File: config.mk
export PLATFORM = sky130hd
export DESIGN_NAME = kbd_spi_matrix
export DESIGN_NICKNAME = d
export VERILOG_FILES = /design/src/rtl/kbd_spi_matrix.sv
export SDC_FILE = /design/constraint.sdc
export NUM_CORES = 1
export LEC_CHECK = 0
export CORE_MARGIN = 10
export CORE_UTILIZATION = 45
export DETAILED_ROUTE_END_ITERATION = 8
export SYNTH_ARGS = -nofsm -noshare
export SYNTH_HDL_FRONTEND = slang
export SYNTH_SLANG_ARGS = --single-unit
File: constraint.sdc
create_clock -name CLK_14MHZ -period 4.07 [get_ports CLK_14MHZ]
set_input_delay 0.814 -clock CLK_14MHZ [delete_from_list [all_inputs] [get_ports CLK_14MHZ]]
set_output_delay 0.814 -clock CLK_14MHZ [all_outputs]
set_load 0.01 [all_outputs]
File: src/rtl/kbd_spi_matrix.sv
// kbd_spi_matrix: receives the keyboard matrix over a slave SPI link from the
// PS/2 controller and presents it to the CPU as port FE column data.
//
// Build option: define KBD_JOY_EN to extend the frame to 45 bits. The last
// five bits received are then latched onto the JOY output (Kempston R,L,D,U,F).
// Without it, frames are 40 bits and a 45-bit frame is rejected.
//
// state  | meaning
// -------+-----------------------------------------------------------
// IDLE   | waiting for a KBD_CS falling edge to start a frame
// SHIFT  | frame in progress, sampling KBD_DI on KBD_CLK rising edges
// ABORT  | watchdog expired, ignoring KBD_CLK until KBD_CS rises
`timescale 1ns/1ps

module kbd_spi_matrix #(
    parameter int TIMEOUT_W = 16
) (
    input  logic        CLK_14MHZ,
    input  logic        CPU_RESET,
    input  logic        KBD_CLK,
    input  logic        KBD_CS,
    input  logic        KBD_DI,
    input  logic [7:0]  A_HI,
    output logic [4:0]  KB,
    output logic        FRAME_OK,
    output logic [3:0]  ERR_CNT
`ifdef KBD_JOY_EN
    ,
    output logic [4:0]  JOY
`endif
);

`ifdef KBD_JOY_EN
    localparam int FRAME_BITS = 45;
`else
    localparam int FRAME_BITS = 40;
`endif
    localparam int          MATRIX_BITS  = 40;
    localparam logic [5:0]  FRAME_BITS_C = 6'(FRAME_BITS);
    localparam logic [5:0]  BIT_CNT_MAX  = 6'd63;
    localparam logic [3:0]  ERR_CNT_MAX  = 4'd15;

    typedef enum logic [1:0] {
        ST_IDLE  = 2'd0,
        ST_SHIFT = 2'd1,
        ST_ABORT = 2'd2
    } state_t;

    state_t r_state;
    state_t w_state_nxt;

    logic r_clk_s1, r_clk_s2, r_clk_d;
    logic r_cs_s1, r_cs_s2, r_cs_d;
    logic r_di_s1, r_di_s2;
    logic [2:0] r_sync_vld;
    logic r_cs_armed;

    logic w_clk_rise;
    logic w_cs_rise;
    logic w_cs_fall;

    logic w_start;
    logic w_shift_en;
    logic w_commit;
    logic w_err;

    logic [5:0]             r_bit_cnt;
    logic [TIMEOUT_W-1:0]   r_wdog;
    logic [FRAME_BITS-1:0]  r_shift;
    logic [MATRIX_BITS-1:0] r_matrix;
    logic                   r_frame_ok;
    logic [3:0]             r_err_cnt;
    logic [4:0]             w_col_or;
`ifdef KBD_JOY_EN
    logic [4:0]             r_joy;
`endif

    // Two-flop synchronisers plus one edge-detect stage for the SPI inputs.
    // r_sync_vld marks when the chain holds real samples rather than reset
    // values; a CS falling edge is only honoured after CS has genuinely been
    // seen high, so a frame cut by reset cannot restart mid-stream.
    always_ff @(posedge CLK_14MHZ or negedge CPU_RESET) begin
        if (!CPU_RESET) begin
            r_clk_s1   <= 1'b0;
            r_clk_s2   <= 1'b0;
            r_clk_d    <= 1'b0;
            r_cs_s1    <= 1'b1;
            r_cs_s2    <= 1'b1;
            r_cs_d     <= 1'b1;
            r_di_s1    <= 1'b0;
            r_di_s2    <= 1'b0;
            r_sync_vld <= 3'b000;
            r_cs_armed <= 1'b0;
        end else begin
            r_clk_s1   <= KBD_CLK;
            r_clk_s2   <= r_clk_s1;
            r_clk_d    <= r_clk_s2;
            r_cs_s1    <= KBD_CS;
            r_cs_s2    <= r_cs_s1;
            r_cs_d     <= r_cs_s2;
            r_di_s1    <= KBD_DI;
            r_di_s2    <= r_di_s1;
            r_sync_vld <= {r_sync_vld[1:0], 1'b1};
            if (r_sync_vld[2] && r_cs_s2) begin
                r_cs_armed <= 1'b1;
            end
        end
    end

    assign w_clk_rise = r_clk_s2 & ~r_clk_d;
    assign w_cs_rise  = r_cs_s2 & ~r_cs_d;
    assign w_cs_fall  = r_cs_armed & r_cs_d & ~r_cs_s2;

    // FSM state register.
    always_ff @(posedge CLK_14MHZ or negedge CPU_RESET) begin
        if (!CPU_RESET) begin
            r_state <= ST_IDLE;
        end else begin
            r_state <= w_state_nxt;
        end
    end

    // FSM next state and datapath strobes; frame end takes priority over
    // the watchdog, and the watchdog over a coincident data clock.
    always_comb begin
        w_state_nxt = r_state;
        w_start     = 1'b0;
        w_shift_en  = 1'b0;
        w_commit    = 1'b0;
        w_err       = 1'b0;
        case (r_state)
            ST_IDLE: begin
                if (w_cs_fall) begin
                    w_state_nxt = ST_SHIFT;
                    w_start     = 1'b1;
                end
            end
            ST_SHIFT: begin
                if (w_cs_rise) begin
                    w_state_nxt = ST_IDLE;
                    if (r_bit_cnt == FRAME_BITS_C) begin
                        w_commit = 1'b1;
                    end else begin
                        w_err = 1'b1;
                    end
                end else if (r_wdog == '1) begin
                    w_state_nxt = ST_ABORT;
                    w_err       = 1'b1;
                end else if (w_clk_rise) begin
                    w_shift_en = 1'b1;
                end
            end
            ST_ABORT: begin
                if (w_cs_rise) begin
                    w_state_nxt = ST_IDLE;
                end
            end
            default: begin
                w_state_nxt = ST_IDLE;
            end
        endcase
    end

    // Shift register, saturating bit counter and CS-low watchdog.
    always_ff @(posedge CLK_14MHZ or negedge CPU_RESET) begin
        if (!CPU_RESET) begin
            r_shift   <= '0;
            r_bit_cnt <= '0;
            r_wdog    <= '0;
        end else begin
            if (w_start) begin
                r_bit_cnt <= '0;
                r_wdog    <= '0;
            end else begin
                if (r_state == ST_SHIFT) begin
                    r_wdog <= r_wdog + TIMEOUT_W'(1);
                end
                if (w_shift_en) begin
                    r_shift <= {r_shift[FRAME_BITS-2:0], r_di_s2};
                    if (r_bit_cnt != BIT_CNT_MAX) begin
                        r_bit_cnt <= r_bit_cnt + 6'd1;
                    end
                end
            end
        end
    end

    // Commit a complete frame in one clock so KB never sees partial data.
    always_ff @(posedge CLK_14MHZ or negedge CPU_RESET) begin
        if (!CPU_RESET) begin
            r_matrix   <= '0;
            r_frame_ok <= 1'b0;
`ifdef KBD_JOY_EN
            r_joy      <= '0;
`endif
        end else begin
            r_frame_ok <= w_commit;
            if (w_commit) begin
                r_matrix <= r_shift[FRAME_BITS-1 -: MATRIX_BITS];
`ifdef KBD_JOY_EN
                r_joy    <= r_shift[4:0];
`endif
            end
        end
    end

    // Saturating count of rejected or timed-out frames.
    always_ff @(posedge CLK_14MHZ or negedge CPU_RESET) begin
        if (!CPU_RESET) begin
            r_err_cnt <= '0;
        end else if (w_err && (r_err_cnt != ERR_CNT_MAX)) begin
            r_err_cnt <= r_err_cnt + 4'd1;
        end
    end

    // Port FE column read: OR the columns of every selected (low) row.
    always_comb begin
        w_col_or = 5'b00000;
        for (int row = 0; row < 8; row++) begin
            if (!A_HI[row]) begin
                w_col_or = w_col_or | r_matrix[5*row +: 5];
            end
        end
    end

    assign KB       = ~w_col_or;
    assign FRAME_OK = r_frame_ok;
    assign ERR_CNT  = r_err_cnt;
`ifdef KBD_JOY_EN
    assign JOY      = r_joy;
`endif

endmodule

Word-level counts from Yosys, hierarchy flattened
Cells that the tools add are included.
Storage, ports and cells
  register bits after elaboration: 121
Operators by class
  add/sub/neg operators: 3
  equality and inequality tests: 9
  multiplexer cells: 31
  bitwise operators: 16
  reduce and logical (&&, ||, !) cells: 9
Operators with widths (count)
  $mux W5: 8
  $or A5 B5 Y5: 7
  $mux W16: 2
  $mux W6: 3
  $add A16 B1 Y16 const B: 1
  $eq A16 B16 Y1 const B: 1
  $mux W1: 13
  $mux W2: 4
  $add A6 B1 Y6 const B: 1
  $eq A6 B6 Y1 const B: 1
  $ne A6 B6 Y1 const B: 1
  $pmux W2 S3: 1
  $reduce_bool A2 Y1: 3
  $not A5 Y5: 1
  $add A4 B1 Y4 const B: 1
  $and A1 B1 Y1: 4
  $ne A2 B2 Y1 const B: 2
  $ne A4 B4 Y1 const B: 1
  $not A1 Y1: 4
  $reduce_and A2 Y1: 2
  $ne A3 B3 Y1 const B: 1
  $reduce_and A3 Y1: 1
  $eq A2 B1 Y1 const B: 1
  $eq A2 B2 Y1 const B: 1
  other kinds (2): 3

Depth between registers and ports, before layout
Gate-level depths: netlist of run 1.
  word-level depth: 16
  mapped depth: 7

Worst setup path before layout of run 1
Ideal clock, no wire load.
  path kind: input to output
  start point: input port A_HI[6]
  end point: output port KB[0]
  arrival time: 1.333 ns
  slack: 1.923 ns
  stages: 2
  path buffers: 0
  path through: o22ai_1 > nor4_1
On the way
  word-level cells in the longest chain between the ends: 4
Ends and longest elaborated chain
  start, declared: RTL line 23  | input logic [7:0] A_HI,
  $mux W5 *: RTL line 220  | if (!A_HI[row]) begin
  $or A5 B5 Y5: RTL line 221  | w_col_or = w_col_or | r_matrix[5*row +: 5];
  $mux W5 *: RTL line 220
  $not A5 Y5 *: RTL line 226  | assign KB = ~w_col_or;
  end, declared: RTL line 24  | output logic [4:0] KB,
Mark *: on every way between the ends. The rest lies on a longest branch, timed or not.

Final worst setup path of run 1
  start point: input port A_HI[5]
  end point: output port KB[1]
On the way
  word-level cells in the longest chain between the ends: 6
Ends and longest elaborated chain (RTL line)
  $mux W5 *: 220
  $or A5 B5 Y5: 221
  $mux W5 *: 220
  $or A5 B5 Y5: 221
  $mux W5 *: 220
  $not A5 Y5 *: 226
Marked as above.

==> summary.txt, run 1 <==
Detailed routing
  – First DRT Iteration DRCs: 225
  – DR vias/cell: 5.29
  – Final ANT Viol Nets: 0
  – Vias post-DR: 3313
  – DRT Wirelength: 10100 um
  – Drc violations: 0
  – DR WL/cell: 16.2 um
  – Pre-Repair DR Iteration Count: 4

Power
  – Leak pwr: 2.68 nW
  – Worst IR Drop VDD: 0.000459 V
  – Power density over cell area: 486 nW/um^2

GRT
  – GRT Util Overall: 0.134
  – Number of global-route vias before repair: 3394
  – Gr ovfl total: 0
  – First-pass GRT wire length: 17100 um
  – Largest net degree at the start of global routing: 82
  – Initial antenna violation count: 0

CTS
  – CTS clk-pin slew, worst paths: 50 ps
  – CTS Hold Bufs: 0
  – CTS tree: done
  – Post-CTS Resized: 0
  – Cts bufs inserted: 17
  – Setup Buffers After CTS: 0
  – CTS sink count: 121
  – Clk buf depth: 2
  – CTS H-tree depth: 4
  – Worst-Skew Late Latency: 410 ps
  – Clock root buffer: clkbuf_16

Timing
  – Fin crit period: 3350 ps
  – Final Hold Fails: 0
  – Final Skew: 9.70 ps
  – Pins Over Slew Limit: 0
  – Tightest Pin Transition: 811 ps
  – Setup TNS: 0 ps
  – Final period util: 0.822
  – Slew headroom: 0.458
  – Maximum clock rate: 299 MHz
  – Setup violators final: 0
  – RSZ-0062 raised after global routing: no

Synth
  – Post-synthesis sequential area ratio: 0.592
  – Synthesized area: 5120 sq um
  – Post-synth net total: 463
  – Avg Inst Size Synth: 11.5 sq um
  – Yosys warns: 0
  – Synthesized instance count: 446
  – Yosys top cell by area: dfrtp_1
  – Predominant post-synthesis flop cell: dfrtp_1
  – Top cells by area, synth: dfrtp_1, mux2_4, o21ai_0
  – Synth Register Bits: 121
  – Ys async rst share: 1.00
  – Yosys cell types: 39
  – EDFF count, synth: 0
  – Share of the synthesized area in the top cell type: 0.577

Setup path
  – R2r endpoint: r_shift[39]
  – Slowest-stage cell, CP: clkdlybuf4s50_1
  – Worst path depth: 4
  – Worst r2r src: r_state[1]
  – Startpoint types: input port
  – Critical path capture point: KB[1]
  – Reg2Reg Depth: 5
  – Crit-path cells: clkdlybuf4s50_1, o22ai_1, nor4_1, clkdlybuf4s50_1
  – Reg-to-reg setup timing slack: 1650 ps
  – Crit Path Class: in -> out
  – Worst path max stage delay: 610 ps
  – Critical Path RT: 3260 ps
  – CP top delay family: buffers and inverters
  – Critical path endpoint category: output pin
  – WP buf/inv: 2
  – CP startpoint: A_HI[5]
  – Crit path top cell by count: clkdlybuf4s50_1
  – Critical path peak fanout: 5
  – WP data arrival: 2530 ps

Finish
  – Antenna Cells: 0
  – Area Overhead vs Synth: 17.1%
  – Cell area after layout: 6000 sq um
  – Nets: 493
  – Share of cells above drive strength 1: 0.163

Worst hold path
  – Worst min path class: reg -> reg

Place
  – Gpl congestion: 0.986
  – IO buf count: 22
  – Area post-placement: 5490 sq um
  – Post-DP HPWL: 6610 um

Floorplan
  – Core area: 11000 sq um
  – DIE WIDTH: 127 um
  – Die ar.: 16000 sq um
  – Initial cell density of the core: 0.466
  – Die Y: 127 um
  – I/O Pins: 23
  – Num rows: 38

Run
  – Max-Cap Viols: 0

Outcome
  – Outcome: complete, no violations
-- layout make-up --
cell class                      count  area, sq um
Clock buffer                       25          485
Fill cell                         970         4990
Clock inverter                      4         20.0
Inverter                           44          165
Sequential cell                   121         3030
Multi-Input combinational cell    266         1850
Timing Repair Buffer               26          273
Tap cell                          140          175
-- state kept, by name, indices dropped and copies added, names as in the netlist --
register    flops
r_cs_s1         1
r_shift        40
r_cs_s2         1
r_state         2
FRAME_OK        1
r_di_s1         1
r_clk_s2        1
r_cs_armed      1
r_clk_s1        1
r_clk_d         1
ERR_CNT         4
r_matrix       40
r_cs_d          1
r_wdog         16
r_di_s2         1
r_sync_vld      3
r_bit_cnt       6
-- Yosys cell counts, types with 2 or more instances --
master	number
a21oi_1	3
buf_6	4
clkbuf_1	11
dfrtp_1	118
dfstp_2	3
ha_1	4
inv_1	44
mux2_2	2
mux2_4	39
mux2i_1	3
nand2_1	61
nand2b_1	2
nand3_1	15
nand4_1	8
nor2_1	14
nor2b_1	3
nor3_1	3
nor4_1	8
o21ai_0	58
o22ai_1	20
xnor2_1	5
-- kinds of logic (layout without fill, tap and decap cells) --
kind of cell / Yosys count / count (layout) / synth area share
AND/OR/NAND/NOR: 124 / 124 / 0.120
flip-flops: 121 / 121 / 0.592
AO/OA/AOI/OAI: 87 / 87 / 0.0938
buffers and inverters: 59 / 99 / 0.0491
multiplexers: 44 / 44 / 0.125
XOR/XNOR: 6 / 6 / 0.0103
adder cells (fa/ha/maj): 4 / 4 / 0.00977
other: 1 / 1 / 0.000732
-- worst min-delay path by stage --
stage	startpoint	endpoint	slack [ps]	depth (start not counted)
after floorplan	r_clk_s1	r_clk_s2	330	0
after global placement	r_sync_vld[0]	r_sync_vld[1]	330	0
after detailed placement	r_sync_vld[0]	r_sync_vld[1]	340	0
after CTS	r_clk_s1	r_clk_s2	350	0
after global routing	r_di_s1	r_di_s2	350	0
final	r_sync_vld[0]	r_sync_vld[1]	350	0
-- where the power goes --
| part | leakage (nW) | switching, W | internal (W) |
|---|---|---|---|
| clock network | 0.253 | 0.000480 | 0.000809 |
| registers | 1.64 | 0.0000775 | 0.00128 |
| logic | 0.793 | 0.000127 | 0.000135 |
| total | 2.68 | 0.000684 | 0.00223 |
-- through the flow --
| step | cells | hold slack (ps) | utilization | worst slack (ps) | power [W] |
|---|---|---|---|---|---|
| after detailed placement | 597 | 336 | 0.500 | 790 | 0.00164 |
| final | 626 | 345 | 0.546 | 723 | 0.00291 |
| after global routing | 626 | 352 | 0.546 | 690 | 0.00304 |
| after CTS | 626 | 348 | 0.546 | 785 | 0.00295 |
| after global placement | 597 | 333 | 0.500 | 896 | 0.00163 |
| after floorplan | 446 | 331 | - | 1920 | 0.00152 |
-- placed cells by master, fill, tap and decap left out, drive strengths merged, types with 3 or more instances in the layout --
cell | Yosys | layout
dfrtp | 118 | 118
nand2 | 61 | 61
o21ai | 58 | 58
inv | 44 | 44
mux2 | 41 | 41
clkbuf | 11 | 25
clkdlybuf4s50 | 0 | 21
o22ai | 20 | 20
nand3 | 15 | 15
nor2 | 15 | 15
nor4 | 9 | 9
nand4 | 9 | 9
xnor2 | 5 | 5
buf | 4 | 5
ha | 4 | 4
clkinv | 0 | 4
nor2b | 3 | 3
a21oi | 3 | 3
nor3 | 3 | 3
mux2i | 3 | 3
dfstp | 3 | 3
-- worst reg2reg max path: cells and delay by family (launching register included) --
kind	cells	cell delay [ps]
buf+inv	1	300
mux	1	330
simple gates	3	1240
flops	1	420
-- routing by layer --
| metal | vias up | global-route usage | wire [um] |
|---|---|---|---|
| met5 | - | 0 | 0 |
| met4 | 0 | 0.0723 | 320 |
| met3 | 28 | 0.0479 | 441 |
| met2 | 67 | 0.194 | 4470 |
| met1 | 1636 | 0.170 | 4890 |
| li1 | 1582 | - | - |
Note: power is estimated with default switching activity, not from simulation.
==> run 2: changes to the inputs <==
==> constraint.sdc (replaced) <==
create_clock -name CLK_14MHZ -period 3.5 [get_ports CLK_14MHZ]
set_input_delay 0.7 -clock CLK_14MHZ [delete_from_list [all_inputs] [get_ports CLK_14MHZ]]
set_output_delay 0.7 -clock CLK_14MHZ [all_outputs]
set_load 0.01 [all_outputs]
==> run 2 against run 1 <==
  * Non-clock buffer count rose by 1
  * Sequential share of layout area fell by 1.1 points
  * Final cell count rose by 0.64%
  * Combinational power rose by 16%
  * Worst setup slack got worse by 240 ps
  * Wire length fell by 0.49%
  * Utilization rose by 1.3 points
  * Clock skew fell by 0.63 ps
  * Clock power rose by 46%
  * Design area rose by 2.3%
  * Flip-flop and latch count did not move
  * Highest routed layer unchanged
==> summary.txt, run 2 (synthesis gave the netlist of run 1 again) <==
CTS
  – CTS clk-pin slew, worst paths: 60 ps (was 50 ps)
  – Clk buf depth: 2 (unchanged)
  – CTS H-tree depth: 4 (unchanged)
  – CTS tree: done (unchanged)
  – CTS sink count: 121 (unchanged)
  – CTS Hold Bufs: 0 (unchanged)
  – Clock root buffer: clkbuf_16 (unchanged)
  – Post-CTS Resized: 0 (unchanged)
  – Setup Buffers After CTS: 0 (unchanged)
  – Worst-Skew Late Latency: 410 ps (about the same)
  – Cts bufs inserted: 17 (unchanged)

Setup path
  – Critical path endpoint category: output pin (unchanged)
  – Critical Path RT: 2800 ps (was 3260 ps)
  – Worst path max stage delay: 590 ps (was 610 ps)
  – Reg-to-reg setup timing slack: 1210 ps (was 1650 ps)
  – Crit Path Class: in -> out (unchanged)
  – WP data arrival: 2320 ps (was 2530 ps)
  – Critical path peak fanout: 5 (unchanged)
  – Crit-path cells: clkdlybuf4s50_1, o22ai_1, nor4_1, clkdlybuf4s50_1 (unchanged)
  – WP buf/inv: 2 (unchanged)
  – Slowest-stage cell, CP: clkdlybuf4s50_1 (unchanged)
  – Worst r2r src: r_wdog[0] (was r_state[1])
  – Crit path top cell by count: clkdlybuf4s50_1 (unchanged)
  – Startpoint types: input port (unchanged)
  – R2r endpoint: r_shift[2] (was r_shift[39])
  – Reg2Reg Depth: 6 (was 5)
  – CP top delay family: buffers and inverters (unchanged)

Power
  – Sw frac: 0.227 (was 0.235)
  – P_int: 0.00291 W (was 0.00223 W)
  – Combinational share of power: 0.081 (was 0.090)
  – Post-layout power: 0.00377 W (was 0.00291 W)
  – Seq pwr share: 0.420 (was 0.467)
  – NetSw: 0.000856 W (was 0.000684 W)
  – Power density over cell area: 614 nW/um^2 (was 486 nW/um^2)
  – Leak pwr: 2.73 nW (was 2.68 nW)
  – Clock power frac: 0.500 (was 0.443)
  – Worst IR Drop VDD: 0.000474 V (was 0.000459 V)

Finish
  – Layout Cells excl Fill: 630 (was 626)
  – Most frequent cells in the layout: dfrtp_1, nand2_1, o21ai_0 (unchanged)
  – Multi-input logic area: 1850 sq um (unchanged)
  – Commonest non-fill, non-tap cell in the layout: dfrtp_1 (unchanged)
  – Area Overhead vs Synth: 19.8% (was 17.1%)
  – Nets: 494 (was 493)
  – Cell area after layout: 6130 sq um (was 6000 sq um)
  – Fillers: 925 (was 970)
  – Antenna Cells: 0 (unchanged)
  – FF+latch area: 3030 sq um (unchanged)
  – Biggest regs: r_matrix (40), r_shift (40), r_wdog (16) (unchanged)
  – Share of cells above drive strength 1: 0.180 (was 0.163)

Outcome
  – Outcome: complete, no violations (unchanged)

Timing
  – Final Hold Fails: 0 (unchanged)
  – RSZ-0062 raised after global routing: no (unchanged)
  – Slew headroom: 0.506 (was 0.458)
  – Maximum clock rate: 331 MHz
  – Final Skew: 9.08 ps (was 9.70 ps)
  – Pins Over Slew Limit: 0 (unchanged)
  – Fin crit period: 3020 ps
  – Final period util: 0.862
  – Setup WS post-layout: 483 ps (was 723 ps)
  – Tightest Pin Transition: 740 ps (was 811 ps)
  – Setup TNS: 0 ps (unchanged)
  – Setup violators final: 0 (unchanged)

Detailed routing
  – DRT Wirelength: 10100 um (about the same)
  – DR WL/cell: 16.0 um (was 16.2 um)
  – First DRT Iteration DRCs: 262 (was 225)
  – Vias post-DR: 3273 (was 3313)
  – Drc violations: 0 (unchanged)
  – Pre-Repair DR Iteration Count: 4 (unchanged)
  – DR vias/cell: 5.20 (was 5.29)
  – Final ANT Viol Nets: 0 (unchanged)

Place
  – Post-DP HPWL: 6650 um (was 6610 um)
  – IO buf count: 22 (unchanged)
  – Setup WS pre-CTS: 523 ps (was 790 ps)
  – Gpl congestion: 0.961 (was 0.986)
  – Area post-placement: 5490 sq um (about the same)
  – Placed Instances: 598 (was 597)

Floorplan
  – Die Y: 127 um (unchanged)
  – Num rows: 38 (unchanged)
  – Core area: 11000 sq um (unchanged)
  – DIE WIDTH: 127 um (unchanged)
  – Die ar.: 16000 sq um (unchanged)
  – I/O Pins: 23 (unchanged)
  – Initial cell density of the core: 0.466 (unchanged)

GRT
  – First-pass GRT wire length: 17400 um (was 17100 um)
  – Largest net degree at the start of global routing: 82 (unchanged)
  – Initial antenna violation count: 0 (unchanged)
  – Number of global-route vias before repair: 3463 (was 3394)
  – Gr ovfl total: 0 (unchanged)
  – GRT Util Overall: 0.134 (about the same)

Worst hold path
  – Worst min path class: in -> async (was reg -> reg)

Run
  – Max-Cap Viols: 0 (unchanged)
## run 2: cell types whose count changed in the layout (fill, tap and decap cells not counted), moves of 2 or more
cell,previous run,this run
clkbuf_1,5,0
clkinv_2,4,2
buf_4,3,5
bufinv_16,0,4
clkinvlp_4,0,5
## run 2: worst max-delay path by stage
stage | start | endpoint | slack (ps) | cells after the start
after floorplan | A_HI[6] | KB[0] | 1580 | 2
after global placement | A_HI[6] | KB[0] | 550 | 4
after detailed placement | A_HI[2] | KB[4] | 520 | 4
after CTS | A_HI[2] | KB[4] | 510 | 4
after global routing | A_HI[5] | KB[4] | 280 | 4
final | A_HI[5] | KB[4] | 480 | 4
## run 2: worst register-to-register path: cells and delay by family (launching register included)
family,cells,cell delay [ps]
buffers and inverters,1,360
adders and majority gates,1,220
and+or+nand+nor,3,780
DFF,1,400
muxes,1,400
## run 2: final cells by class
type                       count  share of cell area
sequential                   121               0.494
multi-input combinational    266               0.301
clock buffer                  21              0.0783
timing repair buffer          27              0.0437
tap                          140              0.0286
clock inverter                11              0.0273
inverter                      44              0.0269
## run 2: power groups by stage
stage | Clock (W) | Sequential, W | Combinational [W]
2_1_floorplan | 0 | 0.00159 | 0.000175
3_3_place_gp | 0 | 0.00160 | 0.000301
3_5_place_dp | 0 | 0.00160 | 0.000311
4_1_cts | 0.00192 | 0.00158 | 0.000311
5_1_grt | 0.00199 | 0.00160 | 0.000343
6_report | 0.00188 | 0.00158 | 0.000304
## run 2: metal layers
| layer | vias up | track usage | share of wire |
|---|---|---|---|
| li1 | 1593 | - | - |
| met1 | 1585 | 0.175 | 0.49 |
| met2 | 75 | 0.195 | 0.44 |
| met3 | 20 | 0.0475 | 0.047 |
| met4 | 0 | 0.0603 | 0.023 |
| met5 | - | 0 | 0 |
## run 2: metrics by stage
| stage | util | hold slack, ps |
|---|---|---|
| 6_report | 0.558 | 311 |
| 5_1_grt | 0.558 | 338 |
| 4_1_cts | 0.558 | 323 |
| 3_5_place_dp | 0.499 | 336 |
| 3_3_place_gp | 0.499 | 334 |
| 2_1_floorplan | - | 331 |
==> run 3: changes to the inputs <==
--- a/config.mk
+++ b/config.mk
@@ -8,6 +8,7 @@
 export CORE_MARGIN = 10
 export CORE_UTILIZATION = 45
 export DETAILED_ROUTE_END_ITERATION = 8
+export HOLD_SLACK_MARGIN = 0.15
 export SYNTH_ARGS = -nofsm -noshare
 export SYNTH_HDL_FRONTEND = slang
 export SYNTH_SLANG_ARGS = --single-unit
==> results of run 3 <==
Final layout, timing and power as in run 2 (identical DEF).
